<file path="src/rtl/watch_display_scan.sv">
// Multiplexed 4-digit common-anode 7-segment scanner for the watch time digits,
// with anti-ghost blanking, hour leading-zero suppression, colon and set-mode blink.
module watch_display_scan #(
  parameter int unsigned SCAN_DIV  = 1000,
  parameter int unsigned BLANK_CYC = 2,
  parameter int unsigned BLINK_DIV = 25000000
) (
  input  logic       clk,
  input  logic       reset,
  input  logic [3:0] hr1,
  input  logic [3:0] hr0,
  input  logic [3:0] min1,
  input  logic [3:0] min0,
  input  logic       set_mode,
  input  logic       set_field,
  output logic [3:0] an,
  output logic [6:0] seg,
  output logic       dp
);

  localparam int unsigned CNT_W  = $clog2(SCAN_DIV);
  localparam int unsigned BCNT_W = $clog2(BLINK_DIV);

  logic [CNT_W-1:0]  cnt, cnt_d;
  logic [1:0]        idx, idx_d;
  logic [BCNT_W-1:0] bcnt, bcnt_d;
  logic              ph, ph_d;
  logic              set_mode_q;
  logic [3:0]        an_d;
  logic [6:0]        seg_d;
  logic              dp_d;
  logic [3:0]        digit;
  logic              in_field;
  logic              dark;

  function automatic logic [6:0] seg_decode(input logic [3:0] d);
    case (d)
      4'd0:    seg_decode = 7'b1000000;
      4'd1:    seg_decode = 7'b1111001;
      4'd2:    seg_decode = 7'b0100100;
      4'd3:    seg_decode = 7'b0110000;
      4'd4:    seg_decode = 7'b0011001;
      4'd5:    seg_decode = 7'b0010010;
      4'd6:    seg_decode = 7'b0000010;
      4'd7:    seg_decode = 7'b1111000;
      4'd8:    seg_decode = 7'b0000000;
      4'd9:    seg_decode = 7'b0010000;
      default: seg_decode = 7'b0111111;
    endcase
  endfunction

  // Scan and blink counters, plus next-output computation from pre-edge state
  always_comb begin
    cnt_d    = cnt + CNT_W'(1);
    idx_d    = idx;
    bcnt_d   = bcnt + BCNT_W'(1);
    ph_d     = ph;
    an_d     = 4'b1111;
    seg_d    = 7'h7F;
    dp_d     = 1'b1;
    digit    = min0;
    in_field = 1'b0;
    dark     = 1'b0;

    if (cnt == CNT_W'(SCAN_DIV - 1)) begin
      cnt_d = '0;
      idx_d = idx + 2'd1;
    end

    // Entering set mode restarts the blink so the edited field is shown first
    if (set_mode && !set_mode_q) begin
      bcnt_d = '0;
      ph_d   = 1'b0;
    end else if (bcnt == BCNT_W'(BLINK_DIV - 1)) begin
      bcnt_d = '0;
      ph_d   = ~ph;
    end

    case (idx)
      2'd0:    digit = min0;
      2'd1:    digit = min1;
      2'd2:    digit = hr0;
      default: digit = hr1;
    endcase

    in_field = set_field ? idx[1] : ~idx[1];
    dark     = (cnt < CNT_W'(BLANK_CYC))
             || (idx == 2'd3 && hr1 == 4'd0)
             || (set_mode && ph && in_field);

    if (!dark) begin
      an_d  = ~(4'b0001 << idx);
      seg_d = seg_decode(digit);
      dp_d  = !(idx == 2'd2 && !ph);
    end
  end

  always_ff @(posedge clk) begin
    if (reset) begin
      cnt        <= '0;
      idx        <= 2'd0;
      bcnt       <= '0;
      ph         <= 1'b0;
      set_mode_q <= 1'b0;
      an         <= 4'b1111;
      seg        <= 7'h7F;
      dp         <= 1'b1;
    end else begin
      cnt        <= cnt_d;
      idx        <= idx_d;
      bcnt       <= bcnt_d;
      ph         <= ph_d;
      set_mode_q <= set_mode;
      an         <= an_d;
      seg        <= seg_d;
      dp         <= dp_d;
    end
  end

endmodule

</file>
<file path="config.mk">
export PLATFORM = sky130hd
export DESIGN_NAME = watch_display_scan
export DESIGN_NICKNAME = d
export VERILOG_FILES = /design/src/rtl/watch_display_scan.sv
export SDC_FILE = /design/constraint.sdc
export NUM_CORES = 1
export LEC_CHECK = 0
export CORE_UTILIZATION = 49
export DETAILED_ROUTE_END_ITERATION = 7
export GPL_TIMING_DRIVEN = 0
export PLACE_DENSITY = 0.78
export SYNTH_ARGS = -nofsm -noshare
export SYNTH_HDL_FRONTEND = slang
export SYNTH_SLANG_ARGS = --single-unit
</file>
<file path="constraint.sdc">
create_clock -name clk -period 1.85 [get_ports clk]
set_input_delay 0.185 -clock clk [delete_from_list [all_inputs] [get_ports clk]]
set_output_delay 0.185 -clock clk [all_outputs]
set_load 0.02 [all_outputs]
</file>
==> results of run 1 <==
[timing repair]
action                     in CTS  in global routing
gates cloned                    1                  0
gates resized for setup        32                 44
buffers inserted                9                  4
hold endpoints to repair        0                  0
setup endpoints to repair      38                 38
pin swaps                      11                 18
[where the power goes]
group / leakage [nW] / total [mW] / switching [mW] / internal (mW)
clock: 0.0644 / 0.917 / 0.377 / 0.539
combinational: 0.632 / 0.237 / 0.118 / 0.119
sequential: 0.418 / 1.13 / 0.0126 / 1.12
[cell usage in the layout (no fill, tap or decap), types with 2 or more instances in the layout]
master           Yosys  final
o21ai_4              1      3
ha_2                 0      2
nor4_1               2      2
nand4_1             10     10
nor3_1               6      5
xnor2_1             12     12
nor2_1              29     26
xor2_1              10     10
bufinv_16            0      2
mux2_2               2      2
ha_1                 9      2
a222oi_1             3      3
or4_1                8      7
o31ai_1              5      5
buf_4                2     11
nand2_1             21     20
or3_1                7      7
clkdlybuf4s50_1      0     31
o21ai_0             11      7
and4_1               4      4
inv_2                0      2
and3_1               6      5
nand3_1             11     10
clkbuf_8             0      5
nor2_2               0      2
dfxtp_1             51     43
a21oi_2              0     11
buf_6                1      8
mux2i_2              0      2
dfxtp_4              0      2
a21oi_1             13      2
ha_4                 0      5
dfxtp_2              0      6
inv_1               11      7
or4_4                3      4
inv_4                0      2
nand2b_1             3      3
a211oi_2             0      2
[path summary, 6_finish.rpt]
check	from	endpoint	slack [ps]	cells past startpoint
min	cnt[0]	cnt[0]	460	1
min reg2reg	cnt[0]	cnt[0]	460	1
max reg2reg	bcnt[8]	ph	-150	4
max	bcnt[8]	ph	-150	4
[synth_stat cells (all sizes together) (4+ instances only)]
cell type | n | area share, %
ha | 9 | 4.8
and3 | 6 | 1.6
nand4 | 11 | 3.2
xor2 | 10 | 3.7
or4 | 11 | 4.0
o31ai | 5 | 1.6
nand2 | 21 | 3.3
mux2i | 4 | 1.7
nand3 | 11 | 2.3
o21ai | 12 | 3.0
nor2 | 29 | 4.6
a21oi | 13 | 2.8
nor3 | 6 | 1.3
inv | 11 | 1.7
dfxtp | 51 | 43
and4 | 4 | 1.5
or3 | 7 | 1.9
xnor2 | 12 | 4.4
[metal layers]
layer,global-route usage [%],routed length [µm],up-vias,share of wire [%]
met5,0,0,-,0
met4,7.111,150,0,2.6
met3,4.782,191,19,3.3
met2,36.61,2831,58,50
met1,27.45,2529,994,44
li1,-,-,1049,-
[state kept, by name, summed over array words and instances, names as in the netlist]
register,flops
bcnt,25
cnt,10
seg,7
an,4
idx,2
dp,1
ph,1
set_mode_q,1
[worst register-to-register path: stages (launching register included)]
cell and delay, ps:
dfxtp_2 330, or4_4 510, or4_4 570, or3_1 340
a21boi_1 180
[stage by stage]
step / worst slack, ps / cell area (µm²) / cells
final: -151.1 / 3241 / 367
after CTS: -180.4 / 3044 / 363
after floorplan: -61.19 / 2367 / 262
after detailed placement: -332.2 / 2743 / 345
after global routing: -205.0 / 3241 / 367
after global placement: -243.4 / 2743 / 345
[kinds of logic (layout without fill, tap and decap cells)]
group / after synthesis / after routing / synth area share [%]
multiplexers: 6 / 6 / 2.648
AO/OA/AOI/OAI: 41 / 41 / 11.23
XOR/XNOR: 22 / 22 / 8.157
flip-flops: 51 / 51 / 43.22
adder cells (fa/ha/maj): 9 / 9 / 4.767
buffers and inverters: 17 / 70 / 3.337
AND/OR/NAND/NOR: 116 / 116 / 26.64
[area by class of cell]
class	count	area, µm²
timing repair buffer	45	430.4
inverter	11	46.29
multi-input combinational	194	1470
sequential	51	1036
buffer	6	56.30
clock inverter	3	67.56
fill	319	1264
clock buffer	5	68.82
tap	52	65.06
==> results.yml, run 1 <==
outcome:
  status: "finished with violations"
  violations: "negative setup slack"
finish:
  drive_above_1_share_pct: 26.03
  area_delta_synth_final_pct: 37.18
  finalNetCount: 343
  final_util_pct: 71.94
  insertedDiodeCount: 0
synth:
  synth-edff-count: 0
  ys_ff_latch: 51
  syn_avg_cell_area_um2: 9.016
  postSynth.asyncResetShare_pct: 0
  syn-instance-count: 262
  synth_cell_types: 40
  netlist_area_um2: 2362
  yosys_warnings: 0
  synthFlopType: "dfxtp_1"
  seq_area_frac_synth_pct: 43.22
  syn-num-nets: 291
pwr:
  powerDensity_nw_per_um2: 703.9
  p_total_mw: 2.281
  ir_worst_vdd_mv: 0.5447
  p_leak_nw: 1.114
clocking:
  clk_path_buf_depth: 2
  cts.sinks: 51
  cts_hold_buf: 0
  root_buffer: "clkbuf_8"
  cts_buffers: 5
  clk_latency_ps: 300
  h-tree-depth: 2
  clk_pin_slew_ps: 90
  cts_tree: "done"
timing:
  timing.final.crit_period_ps: 2001
  fin_ws_ps: -151.1
  finalCritPeriodShare_pct: 108.2
  rsz0062_at_grt: "true"
  drv_slew: 0
  finalHoldViolations: 0
  slew_headroom_pct: 69.42
  fin_hold_ws_ps: 457.8
  fmax_ghz: 0.4997
  worst_clock_skew_ps: 7.570
  setup_viol: 29
  finalSetupTns_ps: -3674
  worstMarginPinSlew_ps: 458.7
place:
  dp_hpwl_um: 3238
  gp_congestion: 0.8362
  portBuffers: 31
routing:
  ant_nets: 0
  routed_wl_um: 5702
  vias: 2120
  first_iter_violations: 167
  remaining_drc_errors: 0
  wl_per_cell_um: 15.54
  dr.pass1.iters: 4
  viasPerCell: 5.777
worst_setup_path:
  worst-path-buf-inv: 0
  critPathLaunchType: "flip-flop"
  path_max_fanout: 3
  max_stage_delay_ps: 570
  crit_chain: "or4_4 -> or4_4 -> or3_1 -> a21boi_1"
  path_delay_family: "simple AND/OR/NAND/NOR gates"
  crit_path_end_kind: "flip-flop"
  critPathSlowestCell: "or4_4"
  crit_required_ps: 2080
  cp.arrival_ps: 2230
  critPathKind: "flip-flop to flip-flop"
  crit_top_cell: "or4_4"
floorplan:
  chipWidth_um: 71.44
  row_count: 24
  initial_core_util_pct: 52.44
  die_h_um: 71.44
  pin_count: 32
  die_area_um2: 5103
  placeableCoreArea_um2: 4504
global_route:
  grt_pass1_wl_um: 8714
  grt_pass1_vias: 1926
  antenna_found_initial: 0
  grt_max_degree: 17
  grt_overflow_total: 0
  grt_use_total_pct: 21.64
flow_run:
  cap_violations: 0
worst_hold_path:
  hold_path.class: "flip-flop to flip-flop"
Note: power is estimated with default switching activity, not from simulation.
==> run 2, diff against run 1 <==
--- a/config.mk
+++ b/config.mk
@@ -5,6 +5,7 @@
 export SDC_FILE = /design/constraint.sdc
 export NUM_CORES = 1
 export LEC_CHECK = 0
+export CAP_MARGIN = 20
 export CORE_UTILIZATION = 49
 export DETAILED_ROUTE_END_ITERATION = 7
 export GPL_TIMING_DRIVEN = 0
==> constraint.sdc (replaced) <==
create_clock -name clk -period 1.85 [get_ports clk]
set_input_delay 0.4625 -clock clk [delete_from_list [all_inputs] [get_ports clk]]
set_output_delay 0.4625 -clock clk [all_outputs]
set_load 0.02 [all_outputs]
==> results of run 2 <==
The final DEF is identical to that of run 1; final timing and power are the same.
Among the figures that moved: setup slack after placement -332.2 ps -> -438.4 ps
